File: src/rtl/wb_pkg.sv
// Shared definitions for the write-back arbiter: register address width, x0 and the
// write-port source select.
package wb_pkg;

  localparam int unsigned REG_ADDR_W = 5;
  localparam logic [REG_ADDR_W-1:0] X0 = '0;

  typedef enum logic [1:0] {
    SrcNone,
    SrcAlu,
    SrcLdFifo,
    SrcLdBypass
  } wb_src_e;

endpackage

File: src/rtl/wb_arbiter_if.sv
// Bundle of the arbiter's ALU, load, decode-check and register-file write signals.
// The slave modport is the arbiter side. The master modport is the pipeline side.
interface wb_arbiter_if #(
  parameter int unsigned XLEN  = 32,
  parameter int unsigned DEPTH = 4
) ();

  logic                     alu_valid;
  logic [4:0]               alu_rd;
  logic [XLEN-1:0]          alu_data;
  logic                     ld_issue;
  logic [4:0]               ld_issue_rd;
  logic                     ld_valid;
  logic [4:0]               ld_rd;
  logic [XLEN-1:0]          ld_data;
  logic                     ld_ready;
  logic [4:0]               chk_rs1;
  logic [4:0]               chk_rs2;
  logic [4:0]               chk_rd;
  logic                     stall;
  logic [$clog2(DEPTH):0]   ld_count;
  logic [4:0]               A3;
  logic [XLEN-1:0]          WD3;
  logic                     WE3;

  modport slave (
    input  alu_valid, alu_rd, alu_data, ld_issue, ld_issue_rd, ld_valid, ld_rd, ld_data,
           chk_rs1, chk_rs2, chk_rd,
    output ld_ready, stall, ld_count, A3, WD3, WE3
  );

  modport master (
    output alu_valid, alu_rd, alu_data, ld_issue, ld_issue_rd, ld_valid, ld_rd, ld_data,
           chk_rs1, chk_rs2, chk_rd,
    input  ld_ready, stall, ld_count, A3, WD3, WE3
  );

endinterface

File: src/rtl/wb_fifo.sv
// Synchronous in-order FIFO. Pointers wrap modulo Depth, so Depth must be a power of 2.
// A push when full or a pop when empty is ignored.
module wb_fifo #(
  parameter int unsigned Width = 37,
  parameter int unsigned Depth = 4
) (
  input  logic                   clk_i,
  input  logic                   rst_i,
  input  logic                   push_i,
  input  logic [Width-1:0]       wdata_i,
  input  logic                   pop_i,
  output logic [Width-1:0]       rdata_o,
  output logic                   full_o,
  output logic                   empty_o,
  output logic [$clog2(Depth):0] count_o
);

  localparam int unsigned PtrW = $clog2(Depth);
  localparam int unsigned CntW = PtrW + 1;

  logic [Width-1:0] mem_q [Depth];
  logic [PtrW-1:0]  wr_ptr_q, wr_ptr_d;
  logic [PtrW-1:0]  rd_ptr_q, rd_ptr_d;
  logic [CntW-1:0]  count_q, count_d;
  logic             do_push, do_pop;

  always_comb begin
    full_o   = (count_q == CntW'(Depth));
    empty_o  = (count_q == '0);
    do_push  = push_i && !full_o;
    do_pop   = pop_i && !empty_o;
    wr_ptr_d = wr_ptr_q;
    rd_ptr_d = rd_ptr_q;
    count_d  = count_q;
    if (do_push) wr_ptr_d = wr_ptr_q + 1'b1;
    if (do_pop)  rd_ptr_d = rd_ptr_q + 1'b1;
    if (do_push && !do_pop) begin
      count_d = count_q + 1'b1;
    end else if (do_pop && !do_push) begin
      count_d = count_q - 1'b1;
    end
  end

  always_ff @(posedge clk_i) begin
    if (rst_i) begin
      wr_ptr_q <= '0;
      rd_ptr_q <= '0;
      count_q  <= '0;
    end else begin
      wr_ptr_q <= wr_ptr_d;
      rd_ptr_q <= rd_ptr_d;
      count_q  <= count_d;
    end
  end

  // Storage needs no reset; the occupancy count decides which entries are valid.
  always_ff @(posedge clk_i) begin
    if (do_push) mem_q[wr_ptr_q] <= wdata_i;
  end

  assign rdata_o = mem_q[rd_ptr_q];
  assign count_o = count_q;

endmodule

File: src/rtl/wb_arbiter.sv
// Sole driver of the register-file write port. It merges ALU results with buffered or
// bypassed load responses, and it tracks outstanding loads so that decode can stall on them.
module wb_arbiter
  import wb_pkg::*;
#(
  parameter int unsigned XLEN  = 32,
  parameter int unsigned DEPTH = 4
) (
  input logic         clk,
  input logic         rst,
  wb_arbiter_if.slave bus
);

  localparam int unsigned EntW = XLEN + REG_ADDR_W;
  localparam int unsigned CntW = $clog2(DEPTH) + 1;

  logic [EntW-1:0]       fifo_rdata;
  logic                  fifo_full, fifo_empty, fifo_push, fifo_pop;
  logic [CntW-1:0]       fifo_count;
  logic                  ld_ready, alu_ok, ld_ok;
  wb_src_e               src;

  logic                  we3_q, we3_d;
  logic [REG_ADDR_W-1:0] a3_q, a3_d;
  logic [XLEN-1:0]       wd3_q, wd3_d;
  logic                  is_ld_q, is_ld_d;
  logic [31:0]           pending_q, pending_d;

  wb_fifo #(
    .Width (EntW),
    .Depth (DEPTH)
  ) u_fifo (
    .clk_i   (clk),
    .rst_i   (rst),
    .push_i  (fifo_push),
    .wdata_i ({bus.ld_rd, bus.ld_data}),
    .pop_i   (fifo_pop),
    .rdata_o (fifo_rdata),
    .full_o  (fifo_full),
    .empty_o (fifo_empty),
    .count_o (fifo_count)
  );

  // x0 results are dropped before arbitration, so they never take the port or a FIFO slot.
  always_comb begin
    ld_ready  = !fifo_full;
    alu_ok    = bus.alu_valid && (bus.alu_rd != X0);
    ld_ok     = bus.ld_valid && ld_ready && (bus.ld_rd != X0);
    if (alu_ok) begin
      src = SrcAlu;
    end else if (!fifo_empty) begin
      src = SrcLdFifo;
    end else if (ld_ok) begin
      src = SrcLdBypass;
    end else begin
      src = SrcNone;
    end
    fifo_push = ld_ok && (src != SrcLdBypass);
    fifo_pop  = (src == SrcLdFifo);
  end

  always_comb begin
    we3_d   = 1'b0;
    is_ld_d = 1'b0;
    a3_d    = a3_q;
    wd3_d   = wd3_q;
    unique case (src)
      SrcAlu: begin
        we3_d = 1'b1;
        a3_d  = bus.alu_rd;
        wd3_d = bus.alu_data;
      end
      SrcLdFifo: begin
        we3_d         = 1'b1;
        is_ld_d       = 1'b1;
        {a3_d, wd3_d} = fifo_rdata;
      end
      SrcLdBypass: begin
        we3_d   = 1'b1;
        is_ld_d = 1'b1;
        a3_d    = bus.ld_rd;
        wd3_d   = bus.ld_data;
      end
      default: ;
    endcase
  end

  // The clear lands once the register file has committed the load. A same-cycle
  // re-issue to that register is applied after the clear, so the set wins.
  always_comb begin
    pending_d = pending_q;
    if (we3_q && is_ld_q) pending_d[a3_q] = 1'b0;
    if (bus.ld_issue && (bus.ld_issue_rd != X0)) pending_d[bus.ld_issue_rd] = 1'b1;
  end

  always_ff @(posedge clk) begin
    if (rst) begin
      we3_q     <= 1'b0;
      is_ld_q   <= 1'b0;
      a3_q      <= '0;
      wd3_q     <= '0;
      pending_q <= '0;
    end else begin
      we3_q     <= we3_d;
      is_ld_q   <= is_ld_d;
      a3_q      <= a3_d;
      wd3_q     <= wd3_d;
      pending_q <= pending_d;
    end
  end

  assign bus.stall = ((bus.chk_rs1 != X0) && pending_q[bus.chk_rs1]) ||
                     ((bus.chk_rs2 != X0) && pending_q[bus.chk_rs2]) ||
                     ((bus.chk_rd  != X0) && pending_q[bus.chk_rd]);

  assign bus.ld_ready = ld_ready;
  assign bus.ld_count = fifo_count;
  assign bus.A3       = a3_q;
  assign bus.WD3      = wd3_q;
  assign bus.WE3      = we3_q;

endmodule

File: src/flat_wrapper.sv
// flat-port wrapper written by rule: the top's interface ports become plain ports
module wb_arbiter_flat import wb_pkg::*;
#(
  parameter int unsigned XLEN  = 32,
  parameter int unsigned DEPTH = 4
)
  (clk, rst, bus_alu_valid, bus_alu_rd, bus_alu_data, bus_ld_issue, bus_ld_issue_rd, bus_ld_valid, bus_ld_rd, bus_ld_data, bus_chk_rs1, bus_chk_rs2, bus_chk_rd, bus_ld_ready, bus_stall, bus_ld_count, bus_A3, bus_WD3, bus_WE3);
  wb_arbiter_if #(.XLEN(XLEN), .DEPTH(DEPTH)) bus_i ();
  input logic clk;
  input logic rst;
  input wire logic [$bits(bus_i.alu_valid)-1:0] bus_alu_valid;
  input wire logic [$bits(bus_i.alu_rd)-1:0] bus_alu_rd;
  input wire logic [$bits(bus_i.alu_data)-1:0] bus_alu_data;
  input wire logic [$bits(bus_i.ld_issue)-1:0] bus_ld_issue;
  input wire logic [$bits(bus_i.ld_issue_rd)-1:0] bus_ld_issue_rd;
  input wire logic [$bits(bus_i.ld_valid)-1:0] bus_ld_valid;
  input wire logic [$bits(bus_i.ld_rd)-1:0] bus_ld_rd;
  input wire logic [$bits(bus_i.ld_data)-1:0] bus_ld_data;
  input wire logic [$bits(bus_i.chk_rs1)-1:0] bus_chk_rs1;
  input wire logic [$bits(bus_i.chk_rs2)-1:0] bus_chk_rs2;
  input wire logic [$bits(bus_i.chk_rd)-1:0] bus_chk_rd;
  output wire logic [$bits(bus_i.ld_ready)-1:0] bus_ld_ready;
  output wire logic [$bits(bus_i.stall)-1:0] bus_stall;
  output wire logic [$bits(bus_i.ld_count)-1:0] bus_ld_count;
  output wire logic [$bits(bus_i.A3)-1:0] bus_A3;
  output wire logic [$bits(bus_i.WD3)-1:0] bus_WD3;
  output wire logic [$bits(bus_i.WE3)-1:0] bus_WE3;
  assign bus_i.alu_valid = bus_alu_valid;
  assign bus_i.alu_rd = bus_alu_rd;
  assign bus_i.alu_data = bus_alu_data;
  assign bus_i.ld_issue = bus_ld_issue;
  assign bus_i.ld_issue_rd = bus_ld_issue_rd;
  assign bus_i.ld_valid = bus_ld_valid;
  assign bus_i.ld_rd = bus_ld_rd;
  assign bus_i.ld_data = bus_ld_data;
  assign bus_i.chk_rs1 = bus_chk_rs1;
  assign bus_i.chk_rs2 = bus_chk_rs2;
  assign bus_i.chk_rd = bus_chk_rd;
  assign bus_ld_ready = bus_i.ld_ready;
  assign bus_stall = bus_i.stall;
  assign bus_ld_count = bus_i.ld_count;
  assign bus_A3 = bus_i.A3;
  assign bus_WD3 = bus_i.WD3;
  assign bus_WE3 = bus_i.WE3;
  wb_arbiter #(.XLEN(XLEN), .DEPTH(DEPTH)) u_core (.clk(clk), .rst(rst), .bus(bus_i));
endmodule
File: config.mk
export PLATFORM = sky130hd
export DESIGN_NAME = wb_arbiter_flat
export DESIGN_NICKNAME = d
export VERILOG_FILES = /design/src/rtl/wb_pkg.sv /design/src/rtl/wb_arbiter_if.sv /design/src/rtl/wb_fifo.sv /design/src/rtl/wb_arbiter.sv /design/src/flat_wrapper.sv
export SDC_FILE = /design/constraint.sdc
export NUM_CORES = 1
export LEC_CHECK = 0
export CORE_ASPECT_RATIO = 0.7
export CORE_MARGIN = 3
export CORE_UTILIZATION = 50
export DETAILED_ROUTE_END_ITERATION = 10
export MAX_ROUTING_LAYER = met4
export PLACE_DENSITY = 0.86
export SYNTH_ARGS = -nofsm -noshare
export SYNTH_HDL_FRONTEND = slang
export SYNTH_SLANG_ARGS = --single-unit
File: constraint.sdc
create_clock -name clk -period 3.81 [get_ports clk]
set_clock_uncertainty 0.15 [all_clocks]
set_input_delay 0.762 -clock clk [delete_from_list [all_inputs] [get_ports clk]]
set_output_delay 0.762 -clock clk [all_outputs]
set_load 0.02 [all_outputs]
After elaboration in Yosys (flattened, before gate mapping)
Memory sizes are Yosys's and may differ from the RTL's. A register that Yosys moved wholly into a read port is not among the register bits. Cells that the tools add are included. Widths: inputs -> output; s select.

Equal/unequal tests: 5. Reduce and logical (&&, ||, !) cells: 32. Multipliers: 0. Mux-type cells: 25. Div/mod/pow operators: 0. Shift-type cells: 0. Order comparisons: 7. $add $sub $neg: 4. Bitwise gates (word level): 3.

Operators by type and width (number): $pmux 32 s3 (1); $mux 32 (2); $and 32x32->32 (1); $not 32->32 (1); $or 32x32->32 (1); $lt 5x6->1 const B (5); $reduce_bool 5->1 (6); $bmux 1 s5 (3); $logic_and 1x1->1 (15); $pmux 5 s3 (1); $demux 1 s5 (2); $ge 5x1->1 const B (2); $mux 2 (5); $mux 1 (9); $mux 3 (2); $add 2x1->2 const B (2); $eq 2x2->1 const B (2); $logic_not 1->1 (4); $add 3x1->3 const B (1); $eq 3x3->1 const B (1); $logic_not 3->1 (1); $reduce_bool 3->1 (1); $reduce_or 3->1 (1); $sub 3x1->3 const B (1); 5 further kinds (6).

Latch bits: 0. Memories: 1. Register bits: 78. Bits in writable memories: 148. Input bits: 99. ROM bits: 0.

Memory list: u_core.u_fifo.mem_q (words 4, bits a word 37, read ports 1, clocked after memory_dff 1, wr ports 1, line wb_fifo.sv:21) `logic [Width-1:0] mem_q [Depth];`.

Logic depth before layout (Yosys ltp)
Depth after elaboration: 14. Gate-level depth with buffers: 10. Gate-level depth less buffers: 9.

By module
From an unflattened synthesis, not the netlist that was laid out.

Cell total of the unflattened synthesis: 730. Area total of the unflattened synthesis: 9985.8 sq um.

By module, submodules not included: wb_fifo (cells each 241, sequential area each 4624.4 sq um, area an instance 5844.4 sq um, times used 1); wb_arbiter (cells each 489, sequential area each 1421.4 sq um, area an instance 4141.5 sq um, times used 1).

Worst setup path before layout
OpenSTA, ideal clock, no wires.

Path type: in2out. Start point: input bus_chk_rs1[0]. End point: output bus_stall. Arrival: 2.423 ns. Slack: 0.475 ns. Buffers on the path: 1. Stages: 6. Cell sequence: buf_6 -> mux4_2 -> and4b_1 -> a41oi_2 -> nand4_1 -> or4_1.

Longest elaborated chain between the ends: 5.

Ends and longest elaborated chain: start: declaration (line flat_wrapper.sv:19) `input wire logic [$bits(bus_i.chk_rs1)-1:0] bus_chk_rs1;`; $bmux 1 s5 (line wb_arbiter.sv:112) `assign bus.stall = ((bus.chk_rs1 != X0) && pending_q[bus.chk_rs1]) ||`; $mux 1 (implied by the code) (line wb_arbiter.sv:112); $logic_and 1x1->1 (*) (line wb_arbiter.sv:112); $logic_or 1x1->1 (*) (line wb_arbiter.sv:112); $logic_or 1x1->1 (*) (line wb_arbiter.sv:113) `((bus.chk_rs2 != X0) && pending_q[bus.chk_rs2]) ||`; end: declaration (line flat_wrapper.sv:23) `output wire logic [$bits(bus_i.stall)-1:0] bus_stall;`.

Mark *: on every way between the ends. The rest lies on a longest branch, timed or not. The select of a mux whose other input is x is not followed.

Worst setup path in the final report
Start point: input bus_chk_rd[2]. End point: output bus_stall.

Longest elaborated chain between the ends: 4.

Ends and longest elaborated chain: start: declaration (line flat_wrapper.sv:21) `input wire logic [$bits(bus_i.chk_rd)-1:0] bus_chk_rd;`; $bmux 1 s5 (line wb_arbiter.sv:114) `((bus.chk_rd != X0) && pending_q[bus.chk_rd]);`; $mux 1 (implied by the code) (line wb_arbiter.sv:114); $logic_and 1x1->1 (*) (line wb_arbiter.sv:114); $logic_or 1x1->1 (*) (line wb_arbiter.sv:113).

Marks and branches as above.

==> qor.yml <==
grt:
  globalRouteTotalUtil: 0.2415
  grt_pass1_wl_mm: 40.57
  antenna_found_initial: 3
  overflow: 0
  grt_max_degree: 73
  grt_pass1_vias: 7212
sta:
  final.period_utilization: 0.9787
  finalWorstSetupSlack_ns: 0.08118
  relSlewSlack: 0.3070
  setup_viol: 0
  grt_setup_unrepaired: "no"
  maxSlewViolCount: 0
  fmax_mhz: 268.2
  finalHoldViolCount: 0
  finalCriticalPeriod_ns: 3.729
  hold_ws_ns: 0.3478
  tightest_slew_ns: 1.039
job:
  maxCapViolations: 0
logic_synthesis:
  synth_area_um2: 10030
  syn_inst: 786
  seq_area_frac_synth: 0.6030
  syn-num-nets: 891
  yosys_warnings: 0
  ys_top_cells_by_count: "edfxtp_1 (148), nor2_1 (121), dfxtp_1 (80)"
  yosysMostFrequentCell: "edfxtp_1"
  ys.flop_type: "edfxtp_1"
  synth.avg_cell_area_um2: 12.76
  synth.area.top_cells: "edfxtp_1 (44%), dfxtp_1 (16%), mux4_2 (10%)"
  yosys.area.top_type: "edfxtp_1"
  ys_async_sr_fraction: 0
  yosys.cell_types.count: 44
  synth_edf_count: 148
  ys_ff_latch: 228
  yosys.area.top_type_share: 0.4433
cts:
  cts_made_buffers: 22
  worst_skew_pair.late_latency_ns: 0.51
  htreeDepth: 1
  cts_tree: "done"
  root_buffer: "clkbuf_16"
  cts_sinks: 228
  cts.path.max_buffers: 3
  clk_pin_slew_ns: 0.06
  cts_hold_buffers: 0
floorplan:
  die_h_um: 124.5
  initial_utilization: 0.5199
  die_area_um2: 21810
  die_x_um: 175.3
  ioPinCount: 142
  core_area_um2: 19290
  fp-row-count: 42
finish:
  final_layout_size_suffix_gt1_frac: 0.1349
  num-fill-cells: 1367
  finalInstanceArea_um2: 12630
  instances_no_fill: 1216
  area_delta_synth_final_pct: 26.02
  fin_nets: 1038
place:
  place_ws_ns: -0.5639
  gp_congestion: 0.9292
  io_buffers: 141
  hpwlAfterDp_mm: 16.68
  post_dp_cell_area_um2: 11820
  dp.cells: 1170
detailed_routing:
  firstDrtPassIters: 6
  wirelength_mm: 26.09
  drcViolationCount: 0
  post_drt_wl_per_cell_um: 21.45
  drtIter0Drc: 877
  vias: 7355
  drtAntennaViolNets: 0
  via_per_inst: 6.049
setup_path:
  worstPathRequired_ns: 2.90
  crit_type: "in2out"
  critPathLaunchType: "input port"
  crit_path_end_kind: "primary output"
  arrival_ns: 2.82
  cp_max_fo: 3
pwr:
  leakage_nw: 4.339
  fin_total_pwr_mw: 7.498
  ir_drop_uv: 450.6
  power_density_nw_per_um2: 593.5
hold_path:
  hold_class: "reg2reg"
outcome:
  status: "finished, final reports clean"
## final timing paths
check	cells after the start	slack, ns	to	start
hold reg to reg	2	0.35	u_core.bus.WD3[9]	u_core.bus.WD3[9]
setup / recovery	7	0.08	bus_stall	bus_chk_rd[2]
setup reg to reg	8	1.16	u_core.u_fifo.count_o[2]	u_core.u_fifo.count_o[0]
hold / removal	2	0.35	u_core.bus.WD3[9]	u_core.bus.WD3[9]
## worst max-delay path, stage by stage
cell and delay (ns):
clkdlybuf4s50_1 0.56, mux4_2 0.31, and4b_1 0.20, a41oi_2 0.15, nand4_1 0.13, or4_4 0.56, buf_6 0.15
## flip-flops by register name, indices dropped and copies added, names as in the netlist, named ones only
signal / count
u_core.pending_q: 32
u_core.u_fifo.count_o: 3
u_core.bus.WE3: 1
u_core.u_fifo.mem_q: 148
u_core.bus.WD3: 32
u_core.is_ld_q: 1
u_core.bus.A3: 5
u_core.u_fifo.rd_ptr_q: 2
u_core.u_fifo.wr_ptr_q: 2
## repair_timing
item / in CTS / in global routing
pin swaps: 2 / 0
setup buffers: 3 / 0
resized for setup: 12 / 1
hold endpoints to repair: 0 / 0
endpoints found under the setup margin: 1 / 1
## per-stage QoR
step / TNS, ns / utilization
4_1_cts: 0 / 0.6546
2_1_floorplan: 0 / -
6_report: 0 / 0.6551
5_1_grt: 0 / 0.6551
3_3_place_gp: -0.5386 / 0.6129
3_5_place_dp: -0.5639 / 0.6129
## layout make-up
type | instances | area [um^2] | area share
Antenna cell | 3 | 7.507 | 0.0005942
Clock buffer | 31 | 615.6 | 0.04872
Clock inverter | 9 | 143.9 | 0.01139
Inverter | 5 | 18.77 | 0.001485
Multi-Input combinational cell | 500 | 3769 | 0.2983
Sequential cell | 228 | 6048 | 0.4787
Tap cell | 264 | 330.3 | 0.02614
Timing Repair Buffer | 176 | 1702 | 0.1347
## power breakdown
part	switching (mW)	internal, mW	leakage, nW
logic	1.10	0.943	1.97
clock network	0.895	1.40	0.364
registers	0.197	2.96	2.01
## per-layer routing
metal,global-route usage,share of wire
met1,0.3581,0.43
met2,0.3483,0.45
met5,-,0
met4,0.04454,0.015
met3,0.05424,0.10
## logic make-up after synthesis
| logic type | after synthesis | synth area share |
|---|---|---|
| AOI/OAI and AO/OA | 125 | 0.07775 |
| xor gates and xnor gates | 5 | 0.004368 |
| adders and majority gates | 6 | 0.008237 |
| buffers and inverters | 58 | 0.02521 |
| DFF | 228 | 0.6030 |
| muxes | 75 | 0.1459 |
| and+or+nand+nor | 289 | 0.1355 |
## cell usage in the layout, fill, tap and decap left out, types with 32 or more instances in the layout
master,instances
a21oi_1,36
clkdlybuf4s50_1,135
dfxtp_1,78
edfxtp_1,148
mux4_2,45
nand2_1,51
nor2_1,121
nor3_1,35
nor4_1,34
o21a_1,32
o21ai_0,32
(Power assumes the default switching activity.)
